`src/rtl/board_ram_arbiter.sv`:
```
// Read/write arbiter for the 64x2 checkerboard state RAM: judger/scanner read
// arbitration with starvation guard, move-write buffering behind memory reset.
// Optional read-after-write bypass enabled by defining BOARD_ARB_RAW_BYPASS_EN.
module board_ram_arbiter #(
    parameter int ADDR_BITS    = 6,
    parameter int DATA_BITS    = 2,
    parameter int STARVE_LIMIT = 8
) (
    input  logic                 clk,
    input  logic                 rst_n,
    input  logic                 prio_judger,
    input  logic                 memrst_we,
    input  logic [ADDR_BITS-1:0] memrst_addr,
    input  logic [DATA_BITS-1:0] memrst_data,
    input  logic                 game_we,
    input  logic [ADDR_BITS-1:0] game_addr,
    input  logic [DATA_BITS-1:0] game_data,
    input  logic                 jdg_req,
    input  logic [ADDR_BITS-1:0] jdg_addr,
    output logic                 jdg_gnt,
    output logic                 jdg_rvalid,
    output logic [DATA_BITS-1:0] jdg_rdata,
    input  logic                 scn_req,
    input  logic [ADDR_BITS-1:0] scn_addr,
    output logic                 scn_gnt,
    output logic                 scn_rvalid,
    output logic [DATA_BITS-1:0] scn_rdata,
    output logic                 ram_we,
    output logic [ADDR_BITS-1:0] ram_wr_addr,
    output logic [DATA_BITS-1:0] ram_wr_data,
    output logic [ADDR_BITS-1:0] ram_rd_addr,
    input  logic [DATA_BITS-1:0] ram_rd_data,
    output logic                 wr_pending,
    output logic                 wr_overflow
);

    typedef enum logic {REQ_JDG = 1'b0, REQ_SCN = 1'b1} req_e;

    localparam logic [3:0] STARVE_MAX = 4'(STARVE_LIMIT);

    req_e                 rr_next;      // requester that wins the next round-robin tie
    logic [3:0]           starve_cnt;
    logic                 tag_valid;
    req_e                 tag_who;
    logic [ADDR_BITS-1:0] rd_addr_q;
    logic [DATA_BITS-1:0] jdg_rdata_q;
    logic [DATA_BITS-1:0] scn_rdata_q;
    logic [DATA_BITS-1:0] rd_value;

    logic                 buf_valid;
    logic [ADDR_BITS-1:0] buf_addr;
    logic [DATA_BITS-1:0] buf_data;
    logic                 overflow_q;
    logic [ADDR_BITS-1:0] wr_addr_q;
    logic [DATA_BITS-1:0] wr_data_q;

    logic                 rd_grant;
    logic [ADDR_BITS-1:0] grant_addr;
    logic                 buf_load;
    logic                 buf_drain;
    logic                 overflow_set;

    // NOTE: every output of a combinational block gets a default first, so no
    // path leaves a signal unassigned and no latch is inferred.
    always_comb begin
        jdg_gnt = 1'b0;
        scn_gnt = 1'b0;
        if (jdg_req && scn_req) begin
            if (starve_cnt == STARVE_MAX)  scn_gnt = 1'b1;
            else if (prio_judger)          jdg_gnt = 1'b1;
            else if (rr_next == REQ_SCN)   scn_gnt = 1'b1;
            else                           jdg_gnt = 1'b1;
        end else begin
            jdg_gnt = jdg_req;
            scn_gnt = scn_req;
        end
    end

    assign rd_grant    = jdg_gnt | scn_gnt;
    assign grant_addr  = jdg_gnt ? jdg_addr : scn_addr;
    assign ram_rd_addr = rd_grant ? grant_addr : rd_addr_q;

    // Memory reset always owns the write port; the move buffer drains behind it.
    always_comb begin
        ram_we       = 1'b0;
        ram_wr_addr  = wr_addr_q;
        ram_wr_data  = wr_data_q;
        buf_load     = 1'b0;
        buf_drain    = 1'b0;
        overflow_set = 1'b0;
        if (memrst_we) begin
            ram_we      = 1'b1;
            ram_wr_addr = memrst_addr;
            ram_wr_data = memrst_data;
            if (game_we) begin
                if (buf_valid) overflow_set = 1'b1;
                else           buf_load     = 1'b1;
            end
        end else if (buf_valid) begin
            ram_we      = 1'b1;
            ram_wr_addr = buf_addr;
            ram_wr_data = buf_data;
            buf_drain   = 1'b1;
            buf_load    = game_we;
        end else if (game_we) begin
            ram_we      = 1'b1;
            ram_wr_addr = game_addr;
            ram_wr_data = game_data;
        end
    end

    // NOTE: sequential state uses non-blocking assignments so every register
    // samples pre-edge values regardless of statement order.
    always_ff @(posedge clk) begin
        if (!rst_n) begin
            rr_next     <= REQ_JDG;
            starve_cnt  <= '0;
            tag_valid   <= 1'b0;
            tag_who     <= REQ_JDG;
            rd_addr_q   <= '0;
            jdg_rdata_q <= '0;
            scn_rdata_q <= '0;
            buf_valid   <= 1'b0;
            buf_addr    <= '0;
            buf_data    <= '0;
            overflow_q  <= 1'b0;
            wr_addr_q   <= '0;
            wr_data_q   <= '0;
        end else begin
            if (jdg_gnt)      rr_next <= REQ_SCN;
            else if (scn_gnt) rr_next <= REQ_JDG;

            if (scn_req && !scn_gnt) begin
                if (starve_cnt != STARVE_MAX) starve_cnt <= starve_cnt + 4'd1;
            end else begin
                starve_cnt <= '0;
            end

            tag_valid <= rd_grant;
            tag_who   <= scn_gnt ? REQ_SCN : REQ_JDG;
            if (rd_grant) rd_addr_q <= grant_addr;

            if (jdg_rvalid) jdg_rdata_q <= rd_value;
            if (scn_rvalid) scn_rdata_q <= rd_value;

            if (buf_load) begin
                buf_valid <= 1'b1;
                buf_addr  <= game_addr;
                buf_data  <= game_data;
            end else if (buf_drain) begin
                buf_valid <= 1'b0;
            end
            if (overflow_set) overflow_q <= 1'b1;

            if (ram_we) begin
                wr_addr_q <= ram_wr_addr;
                wr_data_q <= ram_wr_data;
            end
        end
    end

`ifdef BOARD_ARB_RAW_BYPASS_EN
    logic                 byp_hit;
    logic [DATA_BITS-1:0] byp_data;

    // The RAM returns the old value on a same-address read/write; forward the new one.
    always_ff @(posedge clk) begin
        if (!rst_n) begin
            byp_hit  <= 1'b0;
            byp_data <= '0;
        end else begin
            byp_hit  <= rd_grant && ram_we && (ram_wr_addr == grant_addr);
            byp_data <= ram_wr_data;
        end
    end

    assign rd_value = byp_hit ? byp_data : ram_rd_data;
`else
    assign rd_value = ram_rd_data;
`endif

    assign jdg_rvalid  = tag_valid && (tag_who == REQ_JDG);
    assign scn_rvalid  = tag_valid && (tag_who == REQ_SCN);
    assign jdg_rdata   = jdg_rvalid ? rd_value : jdg_rdata_q;
    assign scn_rdata   = scn_rvalid ? rd_value : scn_rdata_q;
    assign wr_pending  = buf_valid;
    assign wr_overflow = overflow_q;

endmodule

```
`config.mk`:
```
export PLATFORM = sky130hd
export DESIGN_NAME = board_ram_arbiter
export DESIGN_NICKNAME = d
export VERILOG_FILES = /design/src/rtl/board_ram_arbiter.sv
export SDC_FILE = /design/constraint.sdc
export NUM_CORES = 1
export LEC_CHECK = 0
export ABC_AREA = 1
export ABC_CLOCK_PERIOD_IN_PS = 2700
export CAP_MARGIN = 25
export CORE_MARGIN = 2
export CORE_UTILIZATION = 30
export DETAILED_ROUTE_END_ITERATION = 8
export PLACE_DENSITY_LB_ADDON = 0.3
export SYNTH_ARGS = -nofsm -noshare
export SYNTH_HDL_FRONTEND = slang
export SYNTH_SLANG_ARGS = --single-unit
```
`constraint.sdc`:
```
create_clock -name clk -period 2.7 [get_ports clk]
set_input_delay 0.54 -clock clk [delete_from_list [all_inputs] [get_ports clk]]
set_output_delay 0.54 -clock clk [all_outputs]
set_load 0.05 [all_outputs]
```
==> flow_summary.yaml <==
setup_path:
  crit_chain: "clkdlybuf4s50_1 -> nand2_4 -> o21ai_0 -> nand2_1 -> and3_1 -> inv_1 -> buf_12"
  timing.rr.start: "starve_cnt[0]"
  crit_type: "in -> out"
  startpoint: "game_we"
  worstPathBufferInverterCount: 3
  worstPathRequired_ns: 2.16
  critPathMaxFanout: 9
  worstSetupEndpointType: "output port"
  crit_slowest_cell: "clkdlybuf4s50_1"
  crit_family: "buffers and inverters"
  critPathLaunchType: "input pin"
  critPathMaxStageDelay_ns: 0.63
  arrival_ns: 1.96
clocking:
  ctsHoldBuffers: 0
  root_buffer: "clkbuf_8"
  clock-sinks: 35
  cts_setup_buffers: 0
  clk_path_buf_depth: 2
  cts_tree: "done"
  numCtsBuffers: 5
  cts_resized: 0
  path_clk_slew_ns: 0.06
  h-tree-depth: 2
  clk_latency_ns: 0.28
route:
  ant_nets: 0
  num_vias: 1655
  wl_per_cell_um: 11.3
  drc: 0
  dr.pass1.iters: 4
  drtIter0Drc: 27
  drt_wl_total_mm: 4.21
  via_per_inst: 4.44
logic_synthesis:
  synthFlopType: "dfxtp_1"
  synth_edf_count: 0
  syn-cell-area_mm2: 0.00166
  yosys_warnings: 0
  synthCells: 238
  ys_ff_latch: 35
  syn_nets: 277
  ys_types: 26
  async_reset_ff_share_pct: 0
  yosysSeqAreaShare_pct: 42.1
  syn_area_per_cell_um2: 6.99
  synth_common_cells: "nand2_1 (49), inv_1 (38), dfxtp_1 (35), nor2_1 (28)"
  synth_area_leader_cell: "dfxtp_1"
  yosysMostFrequentCell: "nand2_1"
  yosys.area.top_type_share_pct: 42.1
  synthTopCellsByArea: "dfxtp_1 (42%), nand2_1 (11%), inv_1 (8.6%)"
sta:
  relSlewSlack_pct: 55.1
  drv_slew: 0
  timing.final.crit_share_pct: 92.6
  skew_ns: 0.00489
  rsz0062_at_grt: "no"
  max_freq_ghz: 0.400
  tightestPinTransition_ns: 0.673
  fin_setup_tns_ns: 0
  finalSetupViolCount: 0
  period_needed_ns: 2.50
  hold_viol: 0
floorplan:
  coreArea_mm2: 0.00544
  start_util_pct: 30.6
  io_pins: 62
  die_w_um: 78.5
  die_h_um: 78.5
  row_count: 27
  dieArea_mm2: 0.00616
placement:
  hpwl_mm: 3.20
  io_buffers: 61
  routabilityCongestion: 0.840
power:
  seqPwrFrac_pct: 41.2
  power_frac_comb_pct: 31.7
  leakage_uw: 0.00122
  peakVddDrop_mv: 0.207
  switching_power_uw: 429
  p_int_uw: 947
  power.density_mw_per_mm2: 531
  power.share.clock_pct: 27.1
  p_sw_share_pct: 31.2
layout:
  drive_gt1_share_pct: 14.6
  num-nets-final: 340
  fill_cells: 577
  fin_util_pct: 47.6
  area_growth_pct: 55.6
  diodes: 0
min_path:
  hold_start: "wr_overflow"
  min_path_type: "reg -> reg"
global_route:
  grt_overflow_total: 0
  grt_pass1_wl_mm: 6.91
  grt.total_usage_pct: 14.4
  first_global_vias: 1591
  grt_antenna_before_repair: 0
  grt_max_degree: 21
run_status:
  outcome: "finished clean"
flow_run:
  maxCapViolCount: 0
==> area by class of cell <==
cell class	count	area [µm²]	area share (%)
repair buffers	65	801	30.9
multi-input cells	155	764	29.5
flip-flops and latches	35	701	27.1
inverters	39	146	5.65
well taps	72	90.1	3.48
clock buffers	6	82.6	3.19
clock inverters	1	5.00	0.193
==> sequential cells by signal, summed over array words and instances (netlist names) <==
signal,count
buf_addr,6
rd_addr_q,6
wr_addr_q,6
starve_cnt,4
buf_data,2
jdg_rdata_q,2
scn_rdata_q,2
wr_data_q,2
rr_next,1
tag_valid,1
tag_who,1
wr_overflow,1
wr_pending,1
==> path summary, 6_finish.rpt <==
path / endpoint / slack, ns / depth (start not counted)
min reg2reg: wr_overflow / 0.46 / 2
max reg2reg: rd_addr_q[4] / 1.11 / 9
max: ram_wr_addr[3] / 0.20 / 7
min: wr_overflow / 0.46 / 2
==> cell families after synthesis <==
kind of cell,share of synthesized area (%)
adder cells (fa/ha/maj),1.50
XOR/XNOR,0.526
buffers and inverters,12.3
AND/OR/NAND/NOR,30.5
AO/OA/AOI/OAI,13.2
flip-flops,42.1
==> routing by layer <==
metal,GRT usage (%),wire length [µm],up-vias
met5,0,0,-
met4,4.74,57,0
met3,5.86,275,6
met2,24.1,1920,49
met1,16.7,1950,732
li1,-,-,868
==> placed cells by master (no fill, tap or decap), drive strengths merged <==
cell type and n:
o21ai 22, ha 2, nor2 29, or2 4, nand3 22, nor3 1, nand4 1, clkdlybuf4s50 40
clkbuf 6, a21boi 4, dfxtp 35, xor2 1, nand2 50, a21oi 12, and3 7, buf 25
inv 39, clkinv 1
==> power by group through the flow <==
stage | registers [µW] | clock network [µW] | logic [µW]
floorplan | 577 | 0 | 231
global placement | 577 | 0 | 435
detailed placement | 578 | 0 | 438
CTS | 567 | 389 | 439
global route | 570 | 412 | 468
finish | 567 | 372 | 437
==> tightest hold or removal path, cell delays in order (launching register included) <==
cell and delay [ns]:
dfxtp_1 0.32, inv_1 0.05, a21oi_1 0.05
==> per-stage QoR <==
step	total power [µW]	area [µm²]	setup WS, ns	hold WS (ns)	std cells
2_1_floorplan	808	1660	0.455	0.430	238
3_3_place_gp	1010	2500	0.202	0.438	366
3_5_place_dp	1020	2500	0.173	0.451	366
4_1_cts	1400	2580	0.164	0.461	373
5_1_grt	1450	2590	0.0593	0.503	373
6_report	1380	2590	0.200	0.459	373
Power figures use the tool's default switching activity.
